[config.mk]
export PLATFORM = sky130hd
export DESIGN_NAME = placar_arbitro_soma
export DESIGN_NICKNAME = d
export VERILOG_FILES = /design/src/rtl/placar_pkg.sv /design/src/rtl/somador7bts.sv /design/src/rtl/placar_arbitro_soma.sv
export SDC_FILE = /design/constraint.sdc
export NUM_CORES = 1
export LEC_CHECK = 0
export BUFFER_PORTS_ARGS = -buffer_cell sky130_fd_sc_hd__clkbuf_2
export CORE_ASPECT_RATIO = 1.5
export CORE_MARGIN = 8
export CORE_UTILIZATION = 61
export CTS_CLUSTER_SIZE = 30
export DETAILED_ROUTE_END_ITERATION = 12
export PLACE_DENSITY = 0.84
export SYNTH_ARGS = -nofsm -noshare
export SYNTH_HDL_FRONTEND = slang
export SYNTH_SLANG_ARGS = --single-unit
[constraint.sdc]
create_clock -name clk -period 5.1 [get_ports clk]
set_clock_uncertainty 0.2 [all_clocks]
set_input_delay 0.51 -clock clk [delete_from_list [all_inputs] [get_ports clk]]
set_output_delay 0.51 -clock clk [all_outputs]
set_load 0.02 [all_outputs]
[src/rtl/placar_pkg.sv]
// Shared types and constants for the scoreboard score-update controller.
package placar_pkg;

  localparam int SCORE_W       = 7;
  localparam int MAX_SCORE_DEF = 99;

  typedef enum logic [1:0] {
    IDLE   = 2'd0,
    CALC   = 2'd1,
    COMMIT = 2'd2
  } state_t;

  typedef enum logic {
    TEAM_A = 1'b0,
    TEAM_B = 1'b1
  } team_t;

  localparam logic [1:0] PTS_NONE  = 2'b00;
  localparam logic [1:0] PTS_ONE   = 2'b01;
  localparam logic [1:0] PTS_TWO   = 2'b10;
  localparam logic [1:0] PTS_THREE = 2'b11;

  // The point code is numerically the point value, so widening is enough.
  function automatic logic [SCORE_W-1:0] pts_ext(input logic [1:0] p);
    return {{(SCORE_W-2){1'b0}}, p};
  endfunction

endpackage

[src/rtl/somador7bts.sv]
// 7-bit ripple-carry adder built from full-adder cells; shared by both teams.
module somador7bts
  import placar_pkg::*;
(
  input  logic [SCORE_W-1:0] a,
  input  logic [SCORE_W-1:0] b,
  input  logic               cin,
  output logic [SCORE_W-1:0] s,
  output logic               cout
);

  logic [SCORE_W:0] c;

  assign c[0] = cin;

  for (genvar i = 0; i < SCORE_W; i++) begin : g_fa
    assign s[i]   = a[i] ^ b[i] ^ c[i];
    assign c[i+1] = (a[i] & b[i]) | (c[i] & (a[i] ^ b[i]));
  end

  assign cout = c[SCORE_W];

endmodule

[src/rtl/placar_arbitro_soma.sv]
// Score-update controller: captures point requests from two teams and
// round-robins them through one shared adder, saturating at max_score.
module placar_arbitro_soma
  import placar_pkg::*;
#(
  parameter int MAX_SCORE = MAX_SCORE_DEF
) (
  input  logic               clk,
  input  logic               rst,
  input  logic               clr,
  input  logic               req_a,
  input  logic [1:0]         pts_a,
  input  logic               req_b,
  input  logic [1:0]         pts_b,
  output logic [SCORE_W-1:0] score_a,
  output logic [SCORE_W-1:0] score_b,
  output logic               ack_a,
  output logic               ack_b,
  output logic               sat_a,
  output logic               sat_b,
  output logic               busy
);

  localparam logic [SCORE_W-1:0] MAX_V   = SCORE_W'(MAX_SCORE);
  localparam logic [SCORE_W:0]   MAX_SUM = (SCORE_W+1)'(MAX_SCORE);

  state_t             state;
  team_t              grant, last_grant, pick;
  logic               pend_a, pend_b;
  logic [1:0]         pts_reg_a, pts_reg_b;
  logic [SCORE_W-1:0] op_a, op_b;
  logic [SCORE_W:0]   sum_r;
  logic [SCORE_W-1:0] add_s;
  logic               add_cout;
  logic               cap_a, cap_b, commit_a, commit_b;

  somador7bts u_somador (
    .a    (op_a),
    .b    (op_b),
    .cin  (1'b0),
    .s    (add_s),
    .cout (add_cout)
  );

  assign cap_a    = req_a && (pts_a != PTS_NONE);
  assign cap_b    = req_b && (pts_b != PTS_NONE);
  assign commit_a = (state == COMMIT) && (grant == TEAM_A);
  assign commit_b = (state == COMMIT) && (grant == TEAM_B);
  // A lone pending team wins; on a tie the team that did not go last wins.
  assign pick     = (pend_a && (!pend_b || last_grant == TEAM_B)) ? TEAM_A : TEAM_B;
  assign busy     = (state != IDLE) | pend_a | pend_b;

  // NOTE: every register here uses <= so all state advances from the same
  // pre-edge values, regardless of statement order inside the block.
  always_ff @(posedge clk or posedge rst) begin
    if (rst) begin
      state      <= IDLE;
      grant      <= TEAM_A;
      last_grant <= TEAM_B;
      pend_a     <= 1'b0;
      pend_b     <= 1'b0;
      pts_reg_a  <= PTS_NONE;
      pts_reg_b  <= PTS_NONE;
      op_a       <= '0;
      op_b       <= '0;
      sum_r      <= '0;
      score_a    <= '0;
      score_b    <= '0;
      ack_a      <= 1'b0;
      ack_b      <= 1'b0;
      sat_a      <= 1'b0;
      sat_b      <= 1'b0;
    end else if (clr) begin
      state      <= IDLE;
      grant      <= TEAM_A;
      last_grant <= TEAM_B;
      pend_a     <= 1'b0;
      pend_b     <= 1'b0;
      pts_reg_a  <= PTS_NONE;
      pts_reg_b  <= PTS_NONE;
      op_a       <= '0;
      op_b       <= '0;
      sum_r      <= '0;
      score_a    <= '0;
      score_b    <= '0;
      ack_a      <= 1'b0;
      ack_b      <= 1'b0;
      sat_a      <= 1'b0;
      sat_b      <= 1'b0;
    end else begin
      ack_a <= 1'b0;
      ack_b <= 1'b0;

      // The committing team may reload its pending slot in the same cycle.
      if (commit_a) begin
        pend_a <= cap_a;
        if (cap_a) pts_reg_a <= pts_a;
      end else if (cap_a && !pend_a) begin
        pend_a    <= 1'b1;
        pts_reg_a <= pts_a;
      end

      if (commit_b) begin
        pend_b <= cap_b;
        if (cap_b) pts_reg_b <= pts_b;
      end else if (cap_b && !pend_b) begin
        pend_b    <= 1'b1;
        pts_reg_b <= pts_b;
      end

      case (state)
        IDLE: begin
          if (pend_a || pend_b) begin
            grant <= pick;
            op_a  <= (pick == TEAM_A) ? score_a : score_b;
            op_b  <= pts_ext((pick == TEAM_A) ? pts_reg_a : pts_reg_b);
            state <= CALC;
          end
        end
        CALC: begin
          sum_r <= {add_cout, add_s};
          state <= COMMIT;
        end
        COMMIT: begin
          if (grant == TEAM_A) begin
            if (sum_r > MAX_SUM) begin
              score_a <= MAX_V;
              sat_a   <= 1'b1;
            end else begin
              score_a <= sum_r[SCORE_W-1:0];
            end
            ack_a <= 1'b1;
          end else begin
            if (sum_r > MAX_SUM) begin
              score_b <= MAX_V;
              sat_b   <= 1'b1;
            end else begin
              score_b <= sum_r[SCORE_W-1:0];
            end
            ack_b <= 1'b1;
          end
          last_grant <= grant;
          state      <= IDLE;
        end
        default: state <= IDLE;
      endcase
    end
  end

endmodule

==> metrics <==
status=finished clean; DRC viols=0; Synth Instances=222; post-cts resize count=0; routed length per instance=18.9 um; Ant. Diodes=0; max cap viols=0; Rel. slew slack=0.424; Mean Syn Cell Area=around 10 um^2; core footprint=3380 um^2; Max FO, Critical Path=12; CTS HTree Levels=2; fin crit share=0.498; Critical Path AT=between 1.5 and 2 ns; most frequent cells in the layout=dfrtp_1 (44), nand2_1 (35), a21oi_1 (32), clkbuf_2 (27), nor2_1 (16); final hold viol count=0; CP startpoint kind=register; io pins=28; Clock transition at path regs=0.09 ns; first-pass detailed-route iteration total=4; met1 Use GR=0.231; worst setup margin=around 2.6 ns; initial antenna violation count=0; CP Capture Type=output port; placed instance area=roughly 2300 um^2; power density cells=338 nW/um^2; via/cell ratio=about 6.3; final-report max-slew violation count=0; Synth area leaders=dfrtp_1 (51%), a21oi_1 (7.4%), nand2_1 (6.1%); Yosys top cell area share=0.510; final instance area=around 2400 um^2; leakage power=about 1.1 nW; layout cell share with drive strength beyond 1=0.186; die span in x=around 65 um; CTS tree=yes; TNS Setup=0 ns; gpl congestion=around 0.85; Most Crowded Layer GR=met2; area of the mapped netlist=2160 um^2; Yosys warnings=0; synthesized-area fraction occupied by adder cells=0.0441; Fmax=393 MHz; antenna-violating nets left=0; vias in the first global route=1778; Least-Margin Pin Slew=0.860 ns; Hold WC Path Type=primary input to asynchronous set/reset pin; Die Area=5740 um^2; Compound-Gate Fraction of Synth Area=0.202; first-pass GRT wire length=between 8000 and 9000 um; # rows=26; initial core utilization=0.638; largest net degree at the start of global routing=between 40 and 50; final setup vio count=0; RSZ-0062 raised after global routing=false; dpl hpwl=about 3400 um; sequential area share after synthesis=0.522; Post-CTS Setup Inserts=0; # nets final=257; main combinational cell family by area after synthesis=compound AO/OA/AOI/OAI gates; clock tree root driver cell=clkbuf_8; via count=1780; Yosys reg bits=45; overall global routing resource usage=0.201; WP data required=4.39 ns; Final min period=2.54 ns; met3 Use GR=0.0570; XOR/XNOR Fraction of Synth Area=0; synth-to-layout area growth=11.1%; total wire length=about 5400 um; commonest non-fill, non-tap cell in the layout=dfrtp_1; met2 Use GR=0.338; clock insertion delay at the later pin of the skew report=approximately 0.31 ns; multiplexer area fraction after synthesis=0; Clock Path Buffers=2; VDD IR-drop max=277 uV; GRT overflow=0; Crit Path Category=register to output port; detailed router's first-iteration violation count=120; total CTS buffers=5; Die Ht=roughly 89 um; dpl ws=2.68 ns; simple-gate share of the synthesized area=0.183; area leader, netlist=dfrtp_1; Yosys cell types=34; hold buffers post-CTS=0; port bufs=27; # clock sinks=45; Mapped Nets=roughly 240
## power breakdown
group / internal [mW] / switching [mW] / total (mW) / leakage, nW
combinational: 0.0299 / 0.0639 / 0.0938 / 0.412
clock: 0.195 / 0.124 / 0.319 / 0.0681
sequential: 0.376 / 0.0207 / 0.396 / 0.611
total: 0.600 / 0.209 / 0.809 / 1.09
## sequential cells by signal, indices dropped and copies added, names as in the netlist
| signal | count |
|---|---|
| pend_b | 1 |
| last_grant | 1 |
| grant | 1 |
| pts_reg_b | 2 |
| sum_r | 8 |
| state | 2 |
| pend_a | 1 |
| sat_a | 1 |
| ack_a | 1 |
| score_b | 7 |
| score_a | 7 |
| sat_b | 1 |
| pts_reg_a | 2 |
| op_b | 2 |
| ack_b | 1 |
| op_a | 7 |
## path summary, 6_finish.rpt
check | from | to | slack, ns | depth (start not counted)
max | state[0] | busy | 2.56 | 3
min | rst | ack_a | 0.11 | 3
max reg2reg | op_a[0] | sum_r[6] | 2.66 | 9
min reg2reg | sat_a | sat_a | 0.29 | 2
max in group asynchronous | rst | score_b[5] | 4.21 | 3
min in group clk | req_a | pend_a | 0.28 | 3
## metrics by stage
step / util / std cells / hold slack [ns] / total power, mW
3_5_place_dp: 0.669 / 276 / 0.277 / 0.494
4_1_cts: 0.709 / 284 / 0.126 / 0.810
5_1_grt: 0.709 / 284 / 0.182 / 0.836
6_report: 0.709 / 284 / 0.107 / 0.809
3_3_place_gp: 0.669 / 276 / 0.267 / 0.491
2_1_floorplan: - / 222 / 0.282 / 0.468
## synth_stat cells
master and instances:
dfrtp_1 44, nand2_1 35, a21oi_1 32, nor2_1 16, o21ai_0 14, nand3b_1 10
a311oi_1 9, clkbuf_1 7, nand3_1 7, buf_2 6, ha_1 6, a211oi_1 5
inv_1 4, o2bb2ai_1 4, buf_6 3, a21oi_2 2, a31oi_2 1, and2b_1 1
and2b_2 1, and3_1 1, and3b_1 1, dfstp_2 1, fa_1 1, nand2b_1 1
nor3_1 1, nor3_2 1, nor3b_2 1, nor4_1 1, o21ai_1 1, o31ai_1 1
o31ai_2 1, or2_2 1, or3_1 1, or3b_1 1
## routing by layer
layer | wire [um] | vias up
met5 | 0 | -
met4 | 101 | 0
met3 | 423 | 8
met2 | 2810 | 84
met1 | 2020 | 858
li1 | - | 830
## cell type report
| class | instances | area (um^2) |
|---|---|---|
| Sequential cell | 45 | 1130 |
| Fill cell | 273 | 986 |
| Multi-Input combinational cell | 157 | 926 |
| Timing Repair Buffer | 28 | 143 |
| Clock buffer | 5 | 68.8 |
| Clock inverter | 3 | 65.1 |
| Tap cell | 42 | 52.6 |
| Inverter | 4 | 15.0 |
## cells by family after synthesis
family / Yosys count
adders and majority gates: 7
buffers and inverters: 20
DFF: 45
AOI/OAI and AO/OA: 70
and+or+nand+nor: 80
## worst max-delay path: stages, from the launching register on
cell	delay, ns
dfrtp_1	0.49
nor2_1	0.71
nand2_1	0.14
clkbuf_2	0.19
No activity file was read; power rests on OpenSTA's default activity.
